## src/rtl/ann_input_router.sv

```systemverilog
// Loads neuron input channels from feature/logsig/zero sources by broadcast or scatter; oData updates one cycle after an accepted beat.
// oReady depends only on the registered state, so iValid has no combinational path to it; beats offered while oReady is low are dropped.
module ann_input_router #(
  parameter int DATA_W = 32,
  parameter int N_CH   = 20,
  parameter int CH_W   = $clog2(N_CH)
) (
  input  logic                     iClk,
  input  logic                     iRst,
  input  logic                     iStart,
  input  logic                     iMode,
  input  logic [1:0]               iSel,
  input  logic [DATA_W-1:0]        iFeature,
  input  logic [DATA_W-1:0]        iOutput_Logsig,
  input  logic                     iValid,
  output logic                     oReady,
  output logic [N_CH*DATA_W-1:0]   oData,
  output logic [CH_W-1:0]          oCh_idx,
  output logic                     oBusy,
  output logic                     oDone
);

  typedef enum logic [1:0] {
    S_IDLE    = 2'd0,
    S_BCAST   = 2'd1,
    S_SCATTER = 2'd2,
    S_DONE    = 2'd3
  } state_t;

  state_t                   state_q, state_d;
  logic [N_CH*DATA_W-1:0]   data_q, data_d;
  logic [CH_W-1:0]          ch_idx_q, ch_idx_d;
  logic [DATA_W-1:0]        word;
  logic                     accept;

  always_comb begin
    word = '0;
    case (iSel)
      2'b00:   word = iFeature;
      2'b01:   word = iOutput_Logsig;
      default: word = '0;
    endcase
  end

  assign oReady  = (state_q == S_BCAST) || (state_q == S_SCATTER);
  assign oBusy   = (state_q != S_IDLE);
  assign oDone   = (state_q == S_DONE);
  assign oData   = data_q;
  assign oCh_idx = ch_idx_q;
  assign accept  = iValid && oReady;

  always_comb begin
    state_d  = state_q;
    data_d   = data_q;
    ch_idx_d = ch_idx_q;
    case (state_q)
      S_IDLE: begin
        if (iStart) begin
          state_d  = iMode ? S_SCATTER : S_BCAST;
          ch_idx_d = '0;
        end
      end
      S_BCAST: begin
        if (accept) begin
          for (int k = 0; k < N_CH; k++) begin
            data_d[k*DATA_W +: DATA_W] = word;
          end
          state_d = S_DONE;
        end
      end
      S_SCATTER: begin
        if (accept) begin
          for (int k = 0; k < N_CH; k++) begin
            if (ch_idx_q == CH_W'(k)) begin
              data_d[k*DATA_W +: DATA_W] = word;
            end
          end
          // Last channel closes the pass and rewinds the index.
          if (ch_idx_q == CH_W'(N_CH-1)) begin
            ch_idx_d = '0;
            state_d  = S_DONE;
          end else begin
            ch_idx_d = ch_idx_q + CH_W'(1);
          end
        end
      end
      S_DONE:  state_d = S_IDLE;
      default: state_d = S_IDLE;
    endcase
  end

  always_ff @(posedge iClk or posedge iRst) begin
    if (iRst) begin
      state_q  <= S_IDLE;
      data_q   <= '0;
      ch_idx_q <= '0;
    end else begin
      state_q  <= state_d;
      data_q   <= data_d;
      ch_idx_q <= ch_idx_d;
    end
  end

endmodule

```

## config.mk

```make
export PLATFORM = sky130hd
export DESIGN_NAME = ann_input_router
export DESIGN_NICKNAME = d
export VERILOG_FILES = /design/src/rtl/ann_input_router.sv
export SDC_FILE = /design/constraint.sdc
export NUM_CORES = 1
export LEC_CHECK = 0
export CORE_AREA = 3 3 280 282
export DETAILED_ROUTE_END_ITERATION = 6
export DIE_AREA = 0 0 283 285
export MAX_ROUTING_LAYER = met4
export SLEW_MARGIN = 20
export SYNTH_ARGS = -nofsm -noshare
export SYNTH_HDL_FRONTEND = slang
export SYNTH_SLANG_ARGS = --single-unit
```

## constraint.sdc

```tcl
create_clock -name iClk -period 42.3 [get_ports iClk]
set_clock_uncertainty 0.05 [all_clocks]
set_input_delay 6.345 -clock iClk [delete_from_list [all_inputs] [get_ports iClk]]
set_output_delay 6.345 -clock iClk [all_outputs]
set_load 0.02 [all_outputs]
```

* After elaboration in Yosys (flattened, before gate mapping)
Index checks and enable logic that the tools add are counted.
** Word-level totals
- Register bits :: 647
- Input bits :: 71
- Output and inout bits :: 648
- Word-level logic and storage cells :: 133
** Cells by class
- Add/sub/neg operators :: 1
- Equality and inequality tests :: 46
- Multiplexer cells :: 34
- Reduce and logical (&&, ||, !) cells :: 30
** Operators with widths (number)
- $mux W640 :: 2
- $pmux W640 S2 :: 1
- $mux W32 :: 20
- $reduce_and A4 Y1 :: 21
- $pmux W32 S2 :: 1
- $eq A5 B4 Y1 const B :: 8
- $ne A2 B1 Y1 const B :: 20
- $eq A5 B3 Y1 const B :: 4
- $eq A5 B5 Y1 const B :: 4
- $mux W5 :: 3
- $eq A5 B2 Y1 const B :: 2
- $mux W2 :: 5
- $pmux W5 S2 :: 1
- $pmux W2 S4 :: 1
- $ne A2 B2 Y1 const B :: 3
- $reduce_bool A2 Y1 :: 3
- $add A5 B1 Y5 const B :: 1
- $eq A5 B1 Y1 const B :: 1
- $logic_not A5 Y1 :: 1
- $eq A2 B1 Y1 const B :: 2
- $eq A2 B2 Y1 const B :: 2
- $logic_not A2 Y1 :: 2
- $reduce_and A3 Y1 :: 1
- $logic_and A1 B1 Y1 :: 1
- $logic_or A1 B1 Y1 :: 1

* Logic depth before layout (Yosys ltp)
- Depth after elaboration :: 5
- Depth in mapped cells :: 9
- Mapped depth without buffers :: 6

* Least setup slack after synthesis
No wires, ideal clock.
- Path type :: input to register
- Start :: input iValid
- End :: register ch_idx_q[3] (netlist: oCh_idx[3])
- Arrival :: 7.488 ns
- Required time :: 42.158 ns
- Setup slack :: 34.670 ns
- Cell stages on the path :: 6
- Path buffers :: 2
- Cell sequence :: buf_2 > buf_4 > nand2b_1 > o211ai_1 > or2_2 > o31ai_2
** On the way
- Word-level cells in the longest chain between the ends :: 3
** RTL lines
- start, declared :: RTL line 15 : input logic iValid,
- $logic_and A1 B1 Y1 :: RTL line 50 : assign accept = iValid && oReady;
- $ne A2 B2 Y1 (no line)
- $reduce_and A3 Y1 (no line)
- end signal, assigned :: RTL line 100 : ch_idx_q <= ch_idx_d;
- end, declared :: RTL line 32 : logic [CH_W-1:0] ch_idx_q, ch_idx_d;
Every way passes these cells.
A chain may end at the register's enable or synchronous reset.

==> run metrics <==
# IOs 719; final setup TNS 0 ns; CP max stage delay 0.94 ns; Leakage ~15 nW; die area around 80000 sq um; Synth Register Bits roughly 650; Final GP Congestion 0.821; RSZ-0062 raised after global routing no; Post-Syn Nets 2363; worst-skew pair later-pin latency between 0.6 and 0.7 ns; clock buffer depth 3; most frequent cells in the layout 715 x clkdlybuf4s50_1, 647 x dfrtp_1, 644 x nand2_1; Arr. time, crit path 10.30 ns; Post-layout nets about 3000; Final ANT Viol Nets 0; part of the Yosys area used for sequential elements between 60% and 70%; Placed Instances 3851; Ys Warns 0; row count 101; Tightest Pin Transition ~1.1 ns; startpoint types primary input; Final Hold Viols 0; vias per cell about 4.8; commonest non-fill, non-tap cell in the layout clkdlybuf4s50_1; Core Area 75900 sq um; clk root buf clkbuf_16; maximum VDD drop ~45 uV; Critical Path RT 42.82 ns; port buffer count 718; final period utilization 23.1%; CP max stage cell buf_4; Pint 1.74 mW; post-CTS sizing 0; Crit. End Element async pin; largest net degree at the start of global routing 185; Non-Filler Instances between 3000 and 4000; CTS Buf Count 71; reg-to-reg setup timing slack about 40 ns; min Tclk post-route between 9 and 10 ns; Sink Count 647; synth unique cells 32; Die W 283 microns; switching share of power roughly 40%; layout cells sized above 1 6.95%; via count 19129; Initial Util between 30% and 40%; worst hold path class reg -> reg; fmax 102 MHz; pwr/cell area 84.6 nW/um^2; Max Slew Vio Count 0; Max Cap Violations 0; Max FO, Critical Path between 150 and 200; DP Area 32000 sq um; prevailing post-synth register cell dfrtp_1; Place WS 31.75 ns; Clock Power Share 22.3%; status completed; asr flop ratio synth 100%; Mapped Avg Cell Area 10.6 sq um; WL final 87300 microns; Psw 1.17 mW; die height 285 microns; final setup fails 0; CTS H-tree lvls 3; post-route cell area 34500 sq um; GR Util All Layers 22.0%; hold_buf cts 0; Rel. slew slack 25.4%; total global routing overflow 0; Worst Setup Slack, final 32.53 ns; hpwl dp between 50000 and 60000 microns; Logic pwr share 44.2%; Setup Buffers After CTS 0; Fin Hold WS 0.425 ns; vias in the first global route between 15000 and 20000; Worst path most repeated cell buf_4; 1st-pass router iterations 5; CTS tree built; critical path class in -> async; Layout area overhead 42.9%; Post-Syn Area between 20000 and 25000 sq um; CP Cell Sequence clkdlybuf4s50_1 > inv_8 > buf_4 > buf_4 > buf_12; first-pass GRT wire length 129000 microns; Synth Instances 2282; clock-pin slew of the registers on the worst-case setup and hold paths 0.06 ns; sequential power share 33.5%; initial antenna violation count 12; wire per inst 21.9 microns; EDFF count, synth 0; Remaining DRCs 0; DR iter-0 viols about 1200
per-stage QoR:
stage | total power, mW | util (%)
3_3_place_gp | 2.26 | 42.1
5_1_grt | 3.08 | 45.4
6_report | 2.92 | 45.4
2_1_floorplan | 1.62 | -
3_5_place_dp | 2.29 | 42.1
4_1_cts | 2.95 | 45.4
synth_stat cells (2+ instances only):
cell / count / share of area [%]
and4b_1: 3 / 0.12
dfrtp_1: 647 / 67
o211ai_2: 8 / 0.41
buf_2: 64 / 1.3
buf_6: 2 / 0.093
nand2_1: 644 / 10
nor4b_2: 3 / 0.19
o211ai_4: 10 / 0.88
o21ai_0: 609 / 13
clkbuf_1: 130 / 2.0
ha_1: 10 / 0.52
and3_1: 2 / 0.052
nor2_1: 2 / 0.031
o21ai_1: 37 / 0.77
o211ai_1: 2 / 0.062
mux2i_1: 35 / 1.5
nand2b_1: 4 / 0.10
or2_2: 33 / 0.86
nor4bb_1: 6 / 0.25
and4bb_2: 6 / 0.31
buf_4: 7 / 0.22
inv_1: 8 / 0.12
state kept, by name (all words and copies together) (netlist names):
name	flops
oData	640
oCh_idx	5
state_q	2
cell families (layout without fill, tap and decap cells):
| family | Yosys count | count (layout) | share of synthesized area [%] |
|---|---|---|---|
| AOI/OAI and AO/OA | 670 | 670 | 15.0 |
| adders and majority gates | 10 | 10 | 0.519 |
| buffers and inverters | 213 | 882 | 3.86 |
| DFF | 647 | 647 | 67.1 |
| muxes | 36 | 36 | 1.50 |
| other | 0 | 5 | 0 |
| and+or+nand+nor | 706 | 706 | 12.0 |
layout make-up:
type	instances	area [sq um]
fillers	7114	41500
flip-flops and latches	647	16200
repair buffers	743	7380
multi-input cells	1422	7070
clock buffers	104	2070
well taps	1030	1290
clock inverters	26	405
inverters	9	41.3
diodes	5	12.5
power groups by stage:
stage / Combinational (mW) / Clock (mW) / Sequential [mW]
after floorplan: 0.382 / 0 / 1.24
after global placement: 1.28 / 0 / 0.975
after detailed placement: 1.30 / 0 / 0.985
after CTS: 1.31 / 0.665 / 0.979
after global routing: 1.39 / 0.692 / 1.01
final: 1.29 / 0.650 / 0.978
metal layers:
layer	GRT usage (%)	vias to the layer above	wire length, microns
met3	7.52	189	8520
met5	-	-	0
met4	8.24	0	3530
met1	26.4	9339	34800
li1	-	8787	-
met2	34.2	814	40400
final timing paths:
path | start | endpoint | cells after the start
worst min-delay path | oData[217] | oData[217] | 2
worst min register to register | oData[217] | oData[217] | 2
max in group iClk | state_q[1] | oReady | 3
min in group asynchronous | iRst | oData[197] | 2
worst max-delay path | iRst | oData[331] | 5
worst max register to register | state_q[1] | oData[19] | 7
critical path, delay by kind of cell:
kind,cells,cell delay (ns)
buf+inv,5,3.63
(Power assumes the default switching activity.)
